--- src/rtl/cpu_pkg.sv ---
// Shared CPU front-end definitions: datapath width, fetch FSM states and reset PC.
package cpu_pkg;

  localparam int WORD_W = 16;

  localparam logic [WORD_W-1:0] RESET_PC = 16'h0000;

  typedef enum logic [2:0] {
    ST_IDLE,
    ST_ISSUE,
    ST_WAIT,
    ST_UPDATE,
    ST_HOLD,
    ST_FLUSH,
    ST_ERR
  } fetch_state_e;

endpackage

--- src/rtl/fetch_wait_timer.sv ---
// Counts memory wait cycles for one outstanding read and flags when the read has waited too long.
module fetch_wait_timer #(
  parameter int TIMEOUT = 15
) (
  input  logic clk,
  input  logic reset,
  input  logic clear,
  input  logic tick,
  output logic expired
);

  localparam int CNT_W = (TIMEOUT > 1) ? $clog2(TIMEOUT + 1) : 1;
  localparam logic [CNT_W-1:0] LIMIT = (TIMEOUT > 0) ? CNT_W'(TIMEOUT - 1) : '0;

  logic [CNT_W-1:0] cnt_q, cnt_d;

  always_comb begin
    cnt_d = cnt_q;
    if (clear)
      cnt_d = '0;
    else if (tick && (cnt_q != '1))
      cnt_d = cnt_q + CNT_W'(1);
  end

  always_ff @(posedge clk) begin
    if (!reset) cnt_q <= '0;
    else        cnt_q <= cnt_d;
  end

  // Fires on the tick that brings the count up to TIMEOUT, so the FSM leaves after exactly TIMEOUT waits.
  assign expired = (TIMEOUT != 0) && tick && (cnt_q >= LIMIT);

endmodule

--- src/rtl/fetch_unit.sv ---
// Instruction fetch sequencer: issues one read per PC, hands back the word and the next PC, handles redirects.
module fetch_unit #(
  parameter int WORD_W  = cpu_pkg::WORD_W,
  parameter int TIMEOUT = 15
) (
  input  logic              clk,
  input  logic              reset,
  input  logic [WORD_W-1:0] pc,
  output logic [WORD_W-1:0] in_pc,
  output logic              en_pc,
  output logic [WORD_W-1:0] mem_addr,
  output logic              mem_rd,
  input  logic [WORD_W-1:0] mem_rdata,
  input  logic              mem_ready,
  input  logic              stall,
  input  logic              br_taken,
  input  logic [WORD_W-1:0] br_target,
  output logic [WORD_W-1:0] instr,
  output logic              instr_valid,
  output logic              fetch_err
);
  import cpu_pkg::*;

  fetch_state_e      state_q, state_d;
  logic [WORD_W-1:0] in_pc_q, in_pc_d;
  logic [WORD_W-1:0] addr_q, addr_d;
  logic [WORD_W-1:0] instr_q, instr_d;
  logic              en_pc_q, en_pc_d;
  logic              ivld_q, ivld_d;
  logic              err_q, err_d;
  logic              tmr_clear, tmr_tick, tmr_expired;

  assign mem_rd = (state_q == ST_WAIT) || (state_q == ST_FLUSH);

  always_comb begin
    state_d = state_q;
    in_pc_d = in_pc_q;
    addr_d  = addr_q;
    instr_d = instr_q;
    en_pc_d = 1'b0;
    ivld_d  = 1'b0;
    err_d   = err_q;
    unique case (state_q)
      ST_IDLE: begin
        if (br_taken) begin
          en_pc_d = 1'b1;
          in_pc_d = br_target;
          state_d = ST_UPDATE;
        end else begin
          state_d = ST_ISSUE;
        end
      end
      ST_ISSUE: begin
        if (br_taken) begin
          en_pc_d = 1'b1;
          in_pc_d = br_target;
          state_d = ST_UPDATE;
        end else begin
          addr_d  = pc;
          state_d = ST_WAIT;
        end
      end
      ST_WAIT: begin
        if (br_taken) begin
          // Redirect wins; a read still in flight must be drained in FLUSH.
          en_pc_d = 1'b1;
          in_pc_d = br_target;
          state_d = mem_ready ? ST_UPDATE : ST_FLUSH;
        end else if (mem_ready) begin
          instr_d = mem_rdata;
          ivld_d  = 1'b1;
          en_pc_d = 1'b1;
          in_pc_d = addr_q + WORD_W'(1);
          state_d = ST_UPDATE;
        end else if (tmr_expired) begin
          err_d   = 1'b1;
          state_d = ST_ERR;
        end
      end
      ST_UPDATE, ST_HOLD: begin
        if (br_taken) begin
          en_pc_d = 1'b1;
          in_pc_d = br_target;
          state_d = ST_UPDATE;
        end else begin
          state_d = stall ? ST_HOLD : ST_ISSUE;
        end
      end
      ST_FLUSH: begin
        if (br_taken) begin
          en_pc_d = 1'b1;
          in_pc_d = br_target;
          state_d = mem_ready ? ST_UPDATE : ST_FLUSH;
        end else if (mem_ready) begin
          state_d = ST_ISSUE;
        end else if (tmr_expired) begin
          err_d   = 1'b1;
          state_d = ST_ERR;
        end
      end
      ST_ERR: state_d = ST_ERR;
      default: state_d = ST_IDLE;
    endcase
  end

  always_ff @(posedge clk) begin
    if (!reset) begin
      state_q <= ST_IDLE;
      in_pc_q <= WORD_W'(RESET_PC);
      addr_q  <= '0;
      instr_q <= '0;
      en_pc_q <= 1'b0;
      ivld_q  <= 1'b0;
      err_q   <= 1'b0;
    end else begin
      state_q <= state_d;
      in_pc_q <= in_pc_d;
      addr_q  <= addr_d;
      instr_q <= instr_d;
      en_pc_q <= en_pc_d;
      ivld_q  <= ivld_d;
      err_q   <= err_d;
    end
  end

  assign tmr_clear = (state_d != state_q) && ((state_d == ST_WAIT) || (state_d == ST_FLUSH));
  assign tmr_tick  = mem_rd && !mem_ready;

  fetch_wait_timer #(
    .TIMEOUT (TIMEOUT)
  ) u_wait_timer (
    .clk     (clk),
    .reset   (reset),
    .clear   (tmr_clear),
    .tick    (tmr_tick),
    .expired (tmr_expired)
  );

  assign in_pc       = in_pc_q;
  assign en_pc       = en_pc_q;
  assign mem_addr    = addr_q;
  assign instr       = instr_q;
  assign instr_valid = ivld_q;
  assign fetch_err   = err_q;

endmodule

--- config.mk ---
export PLATFORM = sky130hd
export DESIGN_NAME = fetch_unit
export DESIGN_NICKNAME = d
export VERILOG_FILES = /design/src/rtl/cpu_pkg.sv /design/src/rtl/fetch_wait_timer.sv /design/src/rtl/fetch_unit.sv
export SDC_FILE = /design/constraint.sdc
export NUM_CORES = 1
export LEC_CHECK = 0
export BUFFER_PORTS_ARGS = -buffer_cell sky130_fd_sc_hd__buf_2
export CAP_MARGIN = 40
export CORE_UTILIZATION = 53
export DETAILED_ROUTE_END_ITERATION = 10
export PLACE_DENSITY = 0.85
export SETUP_SLACK_MARGIN = 0.05
export SKIP_LAST_GASP = 1
export SYNTH_ARGS = -nofsm -noshare
export SYNTH_HDL_FRONTEND = slang
export SYNTH_SLANG_ARGS = --single-unit
--- constraint.sdc ---
create_clock -name clk -period 2.75 [get_ports clk]
set_input_delay 0.55 -clock clk [delete_from_list [all_inputs] [get_ports clk]]
set_output_delay 0.55 -clock clk [all_outputs]
set_load 0.05 [all_outputs]
==> results.toml <==
[finish]
seq_area_um2 = 1160
synthToLayoutAreaGrowth_pct = 27.7
drive_above_1_share = 0.304
post-route-util = 0.701
most-common-layout-cells = "104 x sky130_fd_sc_hd__buf_2, 93 x sky130_fd_sc_hd__nand2_1, 58 x sky130_fd_sc_hd__dfxtp_1, 23 x sky130_fd_sc_hd__a21boi_0"
nFillCells = 428
multi_input_comb_area_um2 = 1500
mostFrequentLayoutCell = "sky130_fd_sc_hd__buf_2"
antenna-diode-count = 0
fin_nets = 495

[sta]
fin_worst_hold_slack_ns = 0.447
maxSlewViolCount = 0
max_clock_freq_mhz = 427
grt_setup_unrepaired = "false"
fin_worst_skew_ns = 0.00609
setup-tns-final_ns = 0
slew-limit-headroom = 0.631
post-route-period-util = 0.852
finalSetupViolCount = 0
min_period_ns = 2.34
count_of_endpoints_failing_hold_in_the_final_timing_report = 0
worst_slew_pin_slew_ns = 0.553

[critical_path]
r2r_end = "u_wait_timer.cnt_q[1]"
reg2regPathDepth = 5
cp_slowest_cell = "sky130_fd_sc_hd__dfxtp_1"
end_kind = "output pin"
crit_path_cell_trace = "or3b_4 -> nand2_1 -> buf_2"
cp_data_required_time_ns = 2.20
startpoint_type_of_the_worst_setup_path = "flip-flop"
path_class = "reg -> out"
timing.critical_path.fanout_max = 15
worst-r2r-setup-slack_ns = 0.89
r2r-start = "state_q[1]"
crit_path_max_incr_delay_ns = 0.62
worst_ep_arrival_time_ns = 1.79

[synthesis]
post_synth_inst_count = 339
post_synthesis_net_count = 395
postSynth.topFlopCell = "sky130_fd_sc_hd__dfxtp_1"
synthDominantAreaCellType = "sky130_fd_sc_hd__dfxtp_1"
async_reset_ff_frac = 0
netlist_top_cells_area = "sky130_fd_sc_hd__dfxtp_1 42%, sky130_fd_sc_hd__nand2_1 13%, sky130_fd_sc_hd__a21boi_0 6.2%"
synth-warning-count = 0
post_synth.cell_area_avg_um2 = 8.22
post_synth_edffs = 0
seq_area_frac_synth = 0.417
synth.cell_area_um2 = 2790
postSynthRegisterBits = 58
post-synth-top-area-fraction = 0.417
synth_cell_type_count = 50

[floorplanning]
chipHeight_um = 74.5
core_area_um2 = 5070
fp-row-count = 26
fp.dieArea_um2 = 5550
io_pins = 105
initial_core_util = 0.549
die-width_um = 74.5

[clock_tree]
tritoncts = "yes"
path_clk_slew_ns = 0.07
ctsLongestPathBuffers = 2
post-cts-setup-buffers = 0
cts.htree.levels = 3
numCtsBuffers = 9
tritoncts_sinks = 58
ctsHoldBuffers = 0
clock-root-buffer = "sky130_fd_sc_hd__clkbuf_8"
ctsResizeCount = 0
insertion_delay_ns = 0.33

[global_routing]
grt_max_degree = 32
gr-total-overflow = 0
initial_antenna_violation_count = 0
global_route.usage.total = 0.254
grt_first_pass_wirelength_mm = 10.7
number_of_global_route_vias_before_repair = 2456

[worst_hold_path]
hold_path.startpoint = "mem_rdata[10]"
min_delay_worst_endpoint = "instr[10]"
min_path_type = "in -> reg"
min_delay_path_depth = 3

[place]
dpl.hpwl_mm = 4.86
port_buffers = 104
place.gp.congestion = 0.797

[route]
routed_antenna_nets = 0
viasPerCell = 5.34
drt_first_iter_violations = 170
routed_wl_mm = 6.86
drtPass1Iterations = 5
vias = 2746
post_drt_wl_per_cell_um = 13.4
drc = 0

[pwr]
leakage_nw = 1.57
power.density_cell_area_nw_per_um2 = 624
peakVddDrop_v = 0.000426
p_total_mw = 2.22

[outcome]
run_status = "finished, final reports clean"

[job]
cap_viol_max_count = 0
==> synth_stat cells, drive strengths merged, types with 2 or more instances <==
cell	number
o21ai	5
or3	2
nand3	7
o22ai	3
o221ai	5
nand2	94
o21a	2
a21boi	33
and2	2
dfxtp	58
buf	11
nor2b	5
o211a	2
mux2i	2
nor4	2
a211o	2
nand3b	2
nand2b	2
and2b	2
a21oi	13
clkbuf	10
xnor2	11
o211ai	6
ha	3
inv	7
nor3	7
nor2	12
nand4	10
xor2	4
==> cell type report <==
cell class / count / area share
timing repair buffer: 110 / 0.159
clock inverter: 6 / 0.0225
sequential: 58 / 0.326
clock buffer: 10 / 0.0387
multi-input combinational: 253 / 0.421
tap: 70 / 0.0246
inverter: 7 / 0.00739
==> critical path: cells and delay by family (launching register included) <==
family | cells | cell delay, ns
simple gates | 2 | 0.56
flops | 1 | 0.62
buf+inv | 1 | 0.27
==> worst max path at each step <==
stage                            from   endpoint  slack, ns
after detailed placement   state_q[1]     mem_rd       0.79
after global placement     state_q[1]     mem_rd       0.84
after floorplan           mem_addr[2]  in_pc[11]       0.86
final                      state_q[1]     mem_rd       0.41
after global routing       state_q[1]     mem_rd       0.33
after CTS                  state_q[1]     mem_rd       0.41
==> state kept, by name, indices dropped and copies added, names as in the netlist <==
name,cells
in_pc,16
instr,16
mem_addr,16
u_wait_timer.cnt_q,4
state_q,3
en_pc,1
fetch_err,1
instr_valid,1
==> routing by layer <==
metal | part of all wire | routed length, um | vias up | track usage
met5 | 0 | 0 | - | 0
met4 | 0.010 | 69 | 0 | 0.107
met3 | 0.062 | 425 | 6 | 0.0827
met2 | 0.50 | 3440 | 84 | 0.423
met1 | 0.43 | 2930 | 1286 | 0.300
li1 | - | - | 1370 | -
==> through the flow <==
stage / setup WS, ns / instances / cell area [um2]
after floorplan: 0.864 / 339 / 2790
after global placement: 0.845 / 498 / 3340
after detailed placement: 0.788 / 498 / 3340
after CTS: 0.413 / 514 / 3560
after global routing: 0.334 / 514 / 3560
final: 0.408 / 514 / 3560
==> report_power, final <==
group          internal (mW)  switching, mW
Sequential             0.888         0.0466
Combinational          0.135          0.292
Clock                  0.528          0.330
==> cells by family (layout without fill, tap and decap cells) <==
group,after synthesis,after routing,share of synthesized area
flip-flops,58,58,0.417
buffers and inverters,28,133,0.0467
XOR/XNOR,15,15,0.0472
AND/OR/NAND/NOR,154,154,0.257
multiplexers,2,2,0.00719
AO/OA/AOI/OAI,79,79,0.211
adder cells (fa/ha/maj),3,3,0.0135
No activity file was read; power rests on OpenSTA's default activity.
